File: src/rtl/exc_seq.sv
// Exception/interrupt entry-and-return sequencer.
// Sits between CP0 and pipeline control: waits for the data bus to go idle,
// then strobes CP0 EXL set/clear, flushes the pipeline and redirects the PC
// to the handler (entry) or to EPC (ERET). Keeps a saturating entry count.
//
// Handshake note: redirect_valid is a one-cycle valid with no ready; the PC
// logic must load redirect_pc in every cycle redirect_valid is high, and
// redirect_pc is only meaningful in those cycles (it reads 0 otherwise).
module exc_seq #(
  parameter logic [31:0] HANDLER_PC   = 32'h0000_4180,
  parameter int          DRAIN_CYCLES = 2,
  parameter int          CNT_W        = 16
) (
  input  logic             clk,
  input  logic             reset,
  input  logic             int_req,
  input  logic             is_eret_M,
  input  logic             mem_busy,
  input  logic [31:0]      epc,
  output logic             exl_set,
  output logic             exl_clr,
  output logic             flush_all,
  output logic             hold_pipe,
  output logic             redirect_valid,
  output logic [31:0]      redirect_pc,
  output logic             busy,
  output logic [CNT_W-1:0] exc_count,
  output logic [2:0]       state_dbg
);

  localparam logic [2:0] S_RUN   = 3'd0;
  localparam logic [2:0] S_WAIT  = 3'd1;
  localparam logic [2:0] S_ENTER = 3'd2;
  localparam logic [2:0] S_DRAIN = 3'd3;
  localparam logic [2:0] S_ERET  = 3'd4;

  localparam logic [3:0] DRAIN_LOAD = 4'(DRAIN_CYCLES);

  logic [2:0]       state;
  logic [2:0]       next_state;
  logic [3:0]       drain_cnt;
  logic [31:0]      epc_q;
  logic [CNT_W-1:0] cnt_q;

  // Next-state decode; requests are only looked at while in RUN.
  always_comb begin
    next_state = state;
    case (state)
      S_RUN: begin
        // ERET wins: CP0 also raises IntReq while an ERET is in M.
        if (is_eret_M)     next_state = S_ERET;
        else if (int_req)  next_state = mem_busy ? S_WAIT : S_ENTER;
        else               next_state = S_RUN;
      end
      // Request already committed; only the bus matters now.
      S_WAIT:  next_state = mem_busy ? S_WAIT : S_ENTER;
      S_ENTER: next_state = S_DRAIN;
      // <= 1 also guards against a zero count ever sticking in DRAIN.
      S_DRAIN: next_state = (drain_cnt <= 4'd1) ? S_RUN : S_DRAIN;
      S_ERET:  next_state = S_RUN;
      default: next_state = S_RUN;
    endcase
  end

  // State, drain counter, captured EPC and saturating entry counter.
  always_ff @(posedge clk) begin
    if (reset) begin
      state     <= S_RUN;
      drain_cnt <= 4'd0;
      epc_q     <= 32'd0;
      cnt_q     <= '0;
    end else begin
      state <= next_state;
      if (state == S_RUN && is_eret_M)
        epc_q <= {epc[31:2], 2'b00};
      if (state == S_ENTER)
        drain_cnt <= DRAIN_LOAD;
      else if (state == S_DRAIN)
        drain_cnt <= drain_cnt - 4'd1;
      if (state == S_ENTER && cnt_q != {CNT_W{1'b1}})
        cnt_q <= cnt_q + 1'b1;
    end
  end

  // Moore outputs decoded from state only.
  assign exl_set        = (state == S_ENTER);
  assign exl_clr        = (state == S_ERET);
  assign flush_all      = (state == S_ENTER) || (state == S_DRAIN) || (state == S_ERET);
  assign hold_pipe      = (state == S_WAIT);
  assign redirect_valid = (state == S_ENTER) || (state == S_ERET);
  assign redirect_pc    = (state == S_ENTER) ? HANDLER_PC :
                          (state == S_ERET)  ? epc_q      : 32'd0;
  assign busy           = (state != S_RUN);
  assign exc_count      = cnt_q;
  assign state_dbg      = state;

endmodule

File: config.mk
export PLATFORM = sky130hd
export DESIGN_NAME = exc_seq
export DESIGN_NICKNAME = d
export VERILOG_FILES = /design/src/rtl/exc_seq.sv
export SDC_FILE = /design/constraint.sdc
export NUM_CORES = 1
export LEC_CHECK = 0
export CAP_MARGIN = 20
export CORE_ASPECT_RATIO = 2
export CORE_MARGIN = 10
export CORE_UTILIZATION = 35
export CTS_CLUSTER_SIZE = 12
export DETAILED_ROUTE_END_ITERATION = 8
export DONT_BUFFER_PORTS = 1
export PLACE_DENSITY_LB_ADDON = 0.1
export SETUP_SLACK_MARGIN = 0.1
export SYNTH_ARGS = -nofsm -noshare
export SYNTH_HDL_FRONTEND = slang
export SYNTH_SLANG_ARGS = --single-unit
File: constraint.sdc
create_clock -name clk -period 2.61 [get_ports clk]
set_input_delay 0.3915 -clock clk [delete_from_list [all_inputs] [get_ports clk]]
set_output_delay 0.3915 -clock clk [all_outputs]
set_load 0.005 [all_outputs]
==> impl_metrics.yaml, run 1 <==
setup_path:
  worstPathArrival_ns: 1.68
  rr_worst_depth: 5
  startpoint_type: "register"
  reg2reg_slack_ns: 0.64
  critPathSlowestCell: "dfxtp_1"
  crit_type: "register to output pin"
  required_ns: 2.22
  crit_path_max_incr_delay_ns: 0.60
  reg2reg_from: "exc_count[0]"
  r2r_end: "exc_count[5]"
  worst-path-max-fanout: 12
  crit_path_end_kind: "output pin"
  cp_cell_sequence: "or3b_4 > clkinv_4 > or2_2"
min_path:
  holdCritPathClass: "input pin to register"
  holdCritStartpoint: "reset"
  hold_depth: 1
  worstHoldEndpoint: "exc_count[0]"
timing:
  fin_crit_ns: 2.07
  fin_worst_hold_slack_ns: 0.159
  clock_skew_ns: 0.00707
  fin_crit_sh: 0.795
  fin_tns_setup_ns: 0
  rsz0062_at_grt: "false"
  setup_viol_count_final: 0
  slew_headroom: 0.671
  layout_setup_ws_ns: 0.535
  max_freq_mhz: 482
  finalHoldViolations: 0
  slew_violations: 0
  worst_pin_slew_ns: 0.487
die:
  dieArea_um2: 11300
  core_area_um2: 7160
  initial_core_util: 0.356
  ioPinCount: 94
  die_w_um: 80.3
  die_h_um: 141
  rows: 44
power_and_ir_drop:
  p_total_mw: 1.68
  powerDensity_nw_per_um2: 614
  vdd_drop_max_v: 0.000433
  p_leak_nw: 0.982
placement:
  placed_cells: 401
  routabilityCongestion: 0.755
  port_buffers: 0
  dp_slack_ns: 0.618
  dp_hpwl_um: 4900
synthesis:
  synth_most_common_cell: "nand2_1"
  avgSynthCellArea_um2: 7.86
  synthTopCellsByArea: "dfxtp_1, nand2_1, a21oi_1"
  syn_inst: 324
  ys_seq_area_frac: 0.417
  yosys_warnings: 0
  ys_seq_elements: 53
  synth_ff_type: "dfxtp_1"
  synth_top_cells_by_count: "nand2_1, dfxtp_1, a21oi_1"
  synth_enable_flop_cells: 0
  netlist.area_leader.share: 0.417
  synth_top_cell_by_area: "dfxtp_1"
  synth_area_um2: 2550
  synth_cell_types: 43
  async_flop_share: 0
grt:
  gr-total-overflow: 0
  antenna_found_initial: 0
  grt_use_total: 0.119
  grt_max_degree: 55
  grt_pass1_wl_um: 10700
  grt_pass1_vias: 2061
status:
  status: "finished clean"
clock_network:
  tritoncts: "done"
  clock_latency_ns: 0.29
  clock-root-buffer: "clkbuf_16"
  clock_path_buffers: 2
  path_clk_slew_ns: 0.07
  post-cts-setup-buffer-count: 0
  cts_resized: 0
  clkSinkCount: 53
  cts_hold_buf: 0
  h-tree-depth: 2
  cts_buffers: 5
route:
  route.detailed.drc: 0
  routed_via_density: 5.36
  firstDrtPassIters: 4
  vias: 2193
  drtAntennaViolNets: 0
  routed_wl_um: 6840
  drt_iter0_drc: 87
  wire_per_inst_um: 16.7
layout:
  layout-drive-gt1-share: 0.0726
  synthToLayoutAreaGrowth_pct: 7.57
  antenna_cells: 0
  fin_cells: 409
  fillers: 782
  layout.nets: 356
  multi_input_area_um2: 1340
  ff_latch_area_um2: 1060
job:
  max_cap_violations: 0
==> cells in the final DEF, fill, tap and decap left out, types with 2 or more instances in the layout <==
master / count
inv_1: 8
nand3_1: 6
clkbuf_16: 5
clkinvlp_4: 2
nor2b_1: 3
dfxtp_1: 53
o21ai_0: 6
o31ai_1: 5
a21oi_1: 44
a211oi_1: 3
nor2_1: 13
or2_2: 2
ha_1: 3
or4_1: 4
nor4_1: 3
and4_1: 2
nor3b_1: 2
nor3_1: 9
nand4_1: 5
or3_1: 8
o21a_1: 3
nand2_1: 72
nand2b_1: 2
conb_1: 2
and2_1: 29
buf_4: 5
==> worst max path at each step <==
stage,start,end,slack (ns),cells after the start
finish,state_dbg[0],redirect_valid,0.54,3
global route,state_dbg[0],redirect_valid,0.38,3
detailed placement,exc_count[0],exc_count[5],0.62,5
global placement,exc_count[0],exc_count[5],0.68,5
CTS,state_dbg[0],redirect_valid,0.49,3
floorplan,state_dbg[1],exc_count[5],0.88,5
==> registers in the layout, summed over array words and instances (netlist names) <==
register   flops
drain_cnt      4
epc_q         30
exc_count     16
state_dbg      3
==> cell type report <==
type	instances	share of cell area
Inverter	9	0.0142
Sequential cell	53	0.387
Clock buffer	6	0.0471
Timing Repair Buffer	5	0.0137
Multi-Input combinational cell	242	0.490
Tap cell	92	0.0420
Clock inverter	2	0.00548
==> power breakdown <==
group          switching [mW]  internal (mW)  leakage, nW
logic                  0.0974         0.0569        0.487
clock network           0.297          0.356       0.0631
registers              0.0252          0.849        0.432
total                   0.420           1.26        0.982
==> layer usage <==
layer	track usage	routed length, um	vias to the layer above
li1	-	-	1088
met2	0.183	3200	78
met3	0.0637	798	6
met1	0.133	2730	1021
met4	0.0448	106	0
met5	0	0	-
==> cells by family (layout without fill, tap and decap cells) <==
kind of cell               Yosys count  in the layout  share of synthesized area
muxes                                1              1                    0.00442
adders and majority gates            3              3                     0.0147
buffers and inverters               30             22                     0.0595
other                                1              2                    0.00147
AOI/OAI and AO/OA                   66             66                      0.147
DFF                                 53             53                      0.417
and+or+nand+nor                    170            170                      0.356
==> per-stage QoR <==
step / cell area, um^2 / utilization
finish: 2740 / 0.383
global route: 2740 / 0.383
CTS: 2740 / 0.383
detailed placement: 2590 / 0.363
global placement: 2590 / 0.363
floorplan: 2550 / -
==> worst max-delay path: cells and delay by family, from the launching register on <==
family	cells	cell delay [ns]
buf+inv	1	0.13
flops	1	0.60
simple gates	2	0.66
Note: power is estimated with default switching activity, not from simulation.
==> run 2, diff against run 1 <==
Clock period 2.61 ns to 2 ns, I/O delays scaled along.
==> run 2 against run 1 <==
  * Hold slack got worse by 0.089 ns
  * Via count did not move
  * Final cell count rose by 2.9%
  * Non-clock buffer count rose by 12
  * Cell area rose by 5.3%
  * Sequential power rose by 30%
==> impl_metrics.yaml, run 2 (synthesized netlist as in run 1, its figures left out) <==
layout:
  ff_latch_area_um2: 1070
  fillers: 793
  antenna_cells: 0
  largest-register: "epc_q"
  layout_common_cells: "nand2_1, dfxtp_1, a21oi_1, and2_1, buf_4"
  layout-drive-gt1-share: 0.119
  final_util: 0.403
  layout_commonest_cell: "nand2_1"
  largest_register_ffs: 30
  layout.nets: 368
  final_cell_area_um2: 2890
  fin_cells: 421
  multi_input_area_um2: 1360
  synthToLayoutAreaGrowth_pct: 13.3
route:
  wl_met3_um: 632
  route.detailed.drc: 0
  wire_per_inst_um: 16.7
  vias: 2193
  wl_met2_um: 3320
  drtAntennaViolNets: 0
  routed_via_density: 5.21
  routed_wl_um: 7040
  wl_met1_um: 2970
  top_layer: "met4"
  firstDrtPassIters: 4
  drt_iter0_drc: 116
timing:
  layout_setup_ws_ns: 0.145
  fin_crit_sh: 0.928
  fin_tns_setup_ns: 0
  slew_violations: 0
  clock_skew_ns: 0.00199
  setup_viol_count_final: 0
  rsz0062_at_grt: "true"
  finalHoldViolations: 0
  fin_worst_hold_slack_ns: 0.0698
  fin_crit_ns: 1.86
  max_freq_mhz: 539
setup_path:
  r2r_end: "exc_count[9]"
  cp_cell_sequence: "buf_4 > nor3b_4 > buf_4 > buf_4 > or2_2"
  cp_top_family: "buffers and inverters"
  path_depth: 5
  startpoint_type: "register"
  crit_path_end_kind: "output pin"
  reg2reg_from: "exc_count[5]"
  cp-startpoint: "state_dbg[2]"
  worstPathArrival_ns: 1.56
  crit_buf_inv: 3
  reg2reg_slack_ns: 0.26
  endpoint: "flush_all"
  crit_top_cell: "buf_4"
  worst-path-max-fanout: 9
  critPathSlowestCell: "dfxtp_4"
  required_ns: 1.70
  rr_worst_depth: 4
  crit_path_max_incr_delay_ns: 0.36
  crit_type: "register to output pin"
die:
  die_h_um: 141
  initial_core_util: 0.356
  die_w_um: 80.3
  ioPinCount: 94
  dieArea_um2: 11300
  core_area_um2: 7160
  rows: 44
power_and_ir_drop:
  powerDensity_nw_per_um2: 822
  p_leak_nw: 1.07
  p_total_mw: 2.37
  vdd_drop_max_v: 0.000488
min_path:
  holdCritPathClass: "input pin to register"
  holdCritStartpoint: "reset"
grt:
  grt_use_total: 0.117
  grt_pass1_wl_um: 10700
  antenna_found_initial: 0
  grt_max_degree: 55
  gr-total-overflow: 0
  grt_pass1_vias: 2123
placement:
  placed_cells: 409
  placed_area_um2: 2660
  dp_hpwl_um: 5000
  dp_slack_ns: 0.255
  port_buffers: 0
  routabilityCongestion: 0.748
job:
  max_cap_violations: 0
clock_network:
  cts_hold_buf: 0
  clock_latency_ns: 0.29
  path_clk_slew_ns: 0.06
  clock_path_buffers: 2
  clkSinkCount: 53
  clock-root-buffer: "clkbuf_16"
  cts_buffers: 5
  h-tree-depth: 2
  tritoncts: "done"
status:
  status: "finished clean"
## run 2: final cells by class
type,instances,share of cell area
Multi-Input combinational cell,242,0.470
Sequential cell,53,0.370
Clock buffer,7,0.0494
Timing Repair Buffer,17,0.0468
Tap cell,92,0.0399
Inverter,9,0.0134
Clock inverter,1,0.0104
## run 2: worst min path at each step
stage	end	slack, ns	cells after the start
after floorplan	epc_q[10]	0.43	2
after global placement	exc_count[0]	0.38	1
after detailed placement	exc_count[0]	0.38	1
after CTS	exc_count[0]	0.06	1
after global routing	exc_count[0]	0.06	1
final	exc_count[0]	0.07	1
## run 2: per-layer routing
layer / global-route usage / up-vias
li1: - / 1111
met3: 0.0478 / 7
met2: 0.180 / 72
met5: 0 / -
met4: 0.0476 / 0
met1: 0.141 / 1003
## run 2: what timing repair did
item | 4_1_cts | 5_1_grt
setup buffers | 0 | 2
gates resized for setup | 1 | 12
gates cloned | 0 | 2
endpoints found under the setup margin | 26 | 27
## run 2: power breakdown
| group | total [mW] | internal [mW] | switching [mW] |
|---|---|---|---|
| clock | 0.997 | 0.626 | 0.372 |
| sequential | 1.14 | 1.11 | 0.0279 |
| combinational | 0.239 | 0.0946 | 0.144 |
## run 2: worst register-to-register path, stage by stage, from the launching register on
cell and delay, ns:
dfxtp_1 0.46, and4_1 0.36, nand4_4 0.19, or4_1 0.51, a21oi_1 0.15
==> run 3, diff against run 2 <==
Settings changed: CORE_UTILIZATION 35 to 62.
==> run 3 against run 2 <==
  * Via count is 0.78% higher
  * Non-clock buffer count shrank 5
  * Core utilization up 30 points
  * Register-to-register slack got worse by 0.02 ns
  * Sequential power about the same
  * Clock power is 30% lower
  * Critical path depth is the same
  * Global-route usage rose by 5.5 points
  * Combinational power is essentially flat
  * Final cell count is 11% lower
  * Largest cell class unchanged
==> impl_metrics.yaml, run 3 (synthesized netlist as in run 1, its figures left out) <==
status:
  status: "finished clean"
layout:
  layout-drive-gt1-share: 0.105
  final_util: 0.706
  largest_register_ffs: 30
  fin_cells: 374
  layout_common_cells: "nand2_1, dfxtp_1, a21oi_1, and2_1, nor2_1"
  largest-register: "epc_q"
  fillers: 356
  synthToLayoutAreaGrowth_pct: 8.80
  layout.nets: 363
  layout_commonest_cell: "nand2_1"
  antenna_cells: 0
timing:
  setup_viol_count_final: 0
  slew_violations: 0
  clock_skew_ns: 0.00560
  fin_tns_setup_ns: 0
  max_freq_mhz: 543
  fin_crit_sh: 0.920
  finalHoldViolations: 0
  fin_worst_hold_slack_ns: 0.0616
  fin_crit_ns: 1.84
  rsz0062_at_grt: "true"
die:
  core_area_um2: 3920
  die_w_um: 65.3
  ioPinCount: 94
  die_h_um: 111
  rows: 32
  initial_core_util: 0.649
  dieArea_um2: 7230
placement:
  dp_hpwl_um: 4840
  port_buffers: 0
  placed_cells: 364
  routabilityCongestion: 0.786
route:
  routed_wl_um: 6620
  vias: 2210
  drtAntennaViolNets: 0
  drt_iter0_drc: 113
  routed_via_density: 5.91
  wire_per_inst_um: 17.7
  firstDrtPassIters: 4
  route.detailed.drc: 0
clock_network:
  cts_buffers: 5
  h-tree-depth: 2
  clock_path_buffers: 2
  path_clk_slew_ns: 0.09
  clock-root-buffer: "clkbuf_8"
  tritoncts: "done"
  clock_latency_ns: 0.30
  cts_hold_buf: 0
  clkSinkCount: 53
setup_path:
  crit_path_end_kind: "output pin"
  worst-path-max-fanout: 13
  worstPathArrival_ns: 1.54
  startpoint_type: "register"
  reg2reg_slack_ns: 0.24
  required_ns: 1.70
  crit_type: "register to output pin"
grt:
  grt_pass1_vias: 2144
  gr-total-overflow: 0
  grt_max_degree: 55
  grt_use_total: 0.172
  antenna_found_initial: 0
  grt_pass1_wl_um: 10200
power_and_ir_drop:
  p_total_mw: 2.07
  p_leak_nw: 1.03
  vdd_drop_max_v: 0.000840
  powerDensity_nw_per_um2: 748
job:
  max_cap_violations: 0
min_path:
  holdCritPathClass: "input pin to register"
-- run 3: cell count changes in the layout (fill, tap and decap cells not counted), moves of 2 or more --
cell,before,now
buf_4,15,8
clkbuf_8,1,5
buf_6,2,0
clkbuf_16,5,1
buf_12,0,3
-- run 3: report_power, final --
part	total (mW)	leakage (nW)	internal (mW)	switching [mW]
sequential	1.14	0.433	1.11	0.0299
combinational	0.238	0.538	0.101	0.137
clock	0.695	0.0540	0.364	0.330
-- run 3: worst paths after layout --
kind                 from               to  cells past startpoint
max          state_dbg[0]  redirect_pc[26]                      5
min                 reset    exc_count[10]                      1
max reg2reg  state_dbg[2]     exc_count[8]                      5
min reg2reg     epc_q[22]        epc_q[22]                      2
-- run 3: layer usage --
| metal | GRT usage | part of all wire | vias up |
|---|---|---|---|
| li1 | - | - | 1096 |
| met1 | 0.163 | 0.34 | 1025 |
| met2 | 0.300 | 0.53 | 75 |
| met3 | 0.0839 | 0.099 | 14 |
| met4 | 0.0688 | 0.028 | 0 |
| met5 | 0 | 0 | - |
-- run 3: per-stage QoR --
stage,cell area (um^2),setup slack (ns)
floorplan,2550,0.271
global placement,2600,0.242
detailed placement,2600,0.201
CTS,2710,0.124
global route,2770,0.0885
finish,2770,0.160
-- run 3: cell type report --
cell class                 count  area [um^2]  area share
sequential                    53         1060       0.384
tap                           51         63.8      0.0230
multi-input combinational    242         1350       0.489
clock inverter                 2         35.0      0.0126
clock buffer                   5         68.8      0.0248
inverter                       9         38.8      0.0140
timing repair buffer          12          145      0.0524
-- run 3: repair_timing --
action / CTS / global route
buffers inserted: 0 / 2
pin swaps: 0 / 1
resized for setup: 2 / 3
gates cloned: 0 / 1
endpoints found under the setup margin: 27 / 30
-- run 3: critical path: stages (launching register included) --
cell and delay (ns):
dfxtp_1 0.34, buf_4 0.18, nor3b_4 0.25, buf_12 0.16, clkbuf_16 0.15, and2_1 0.16
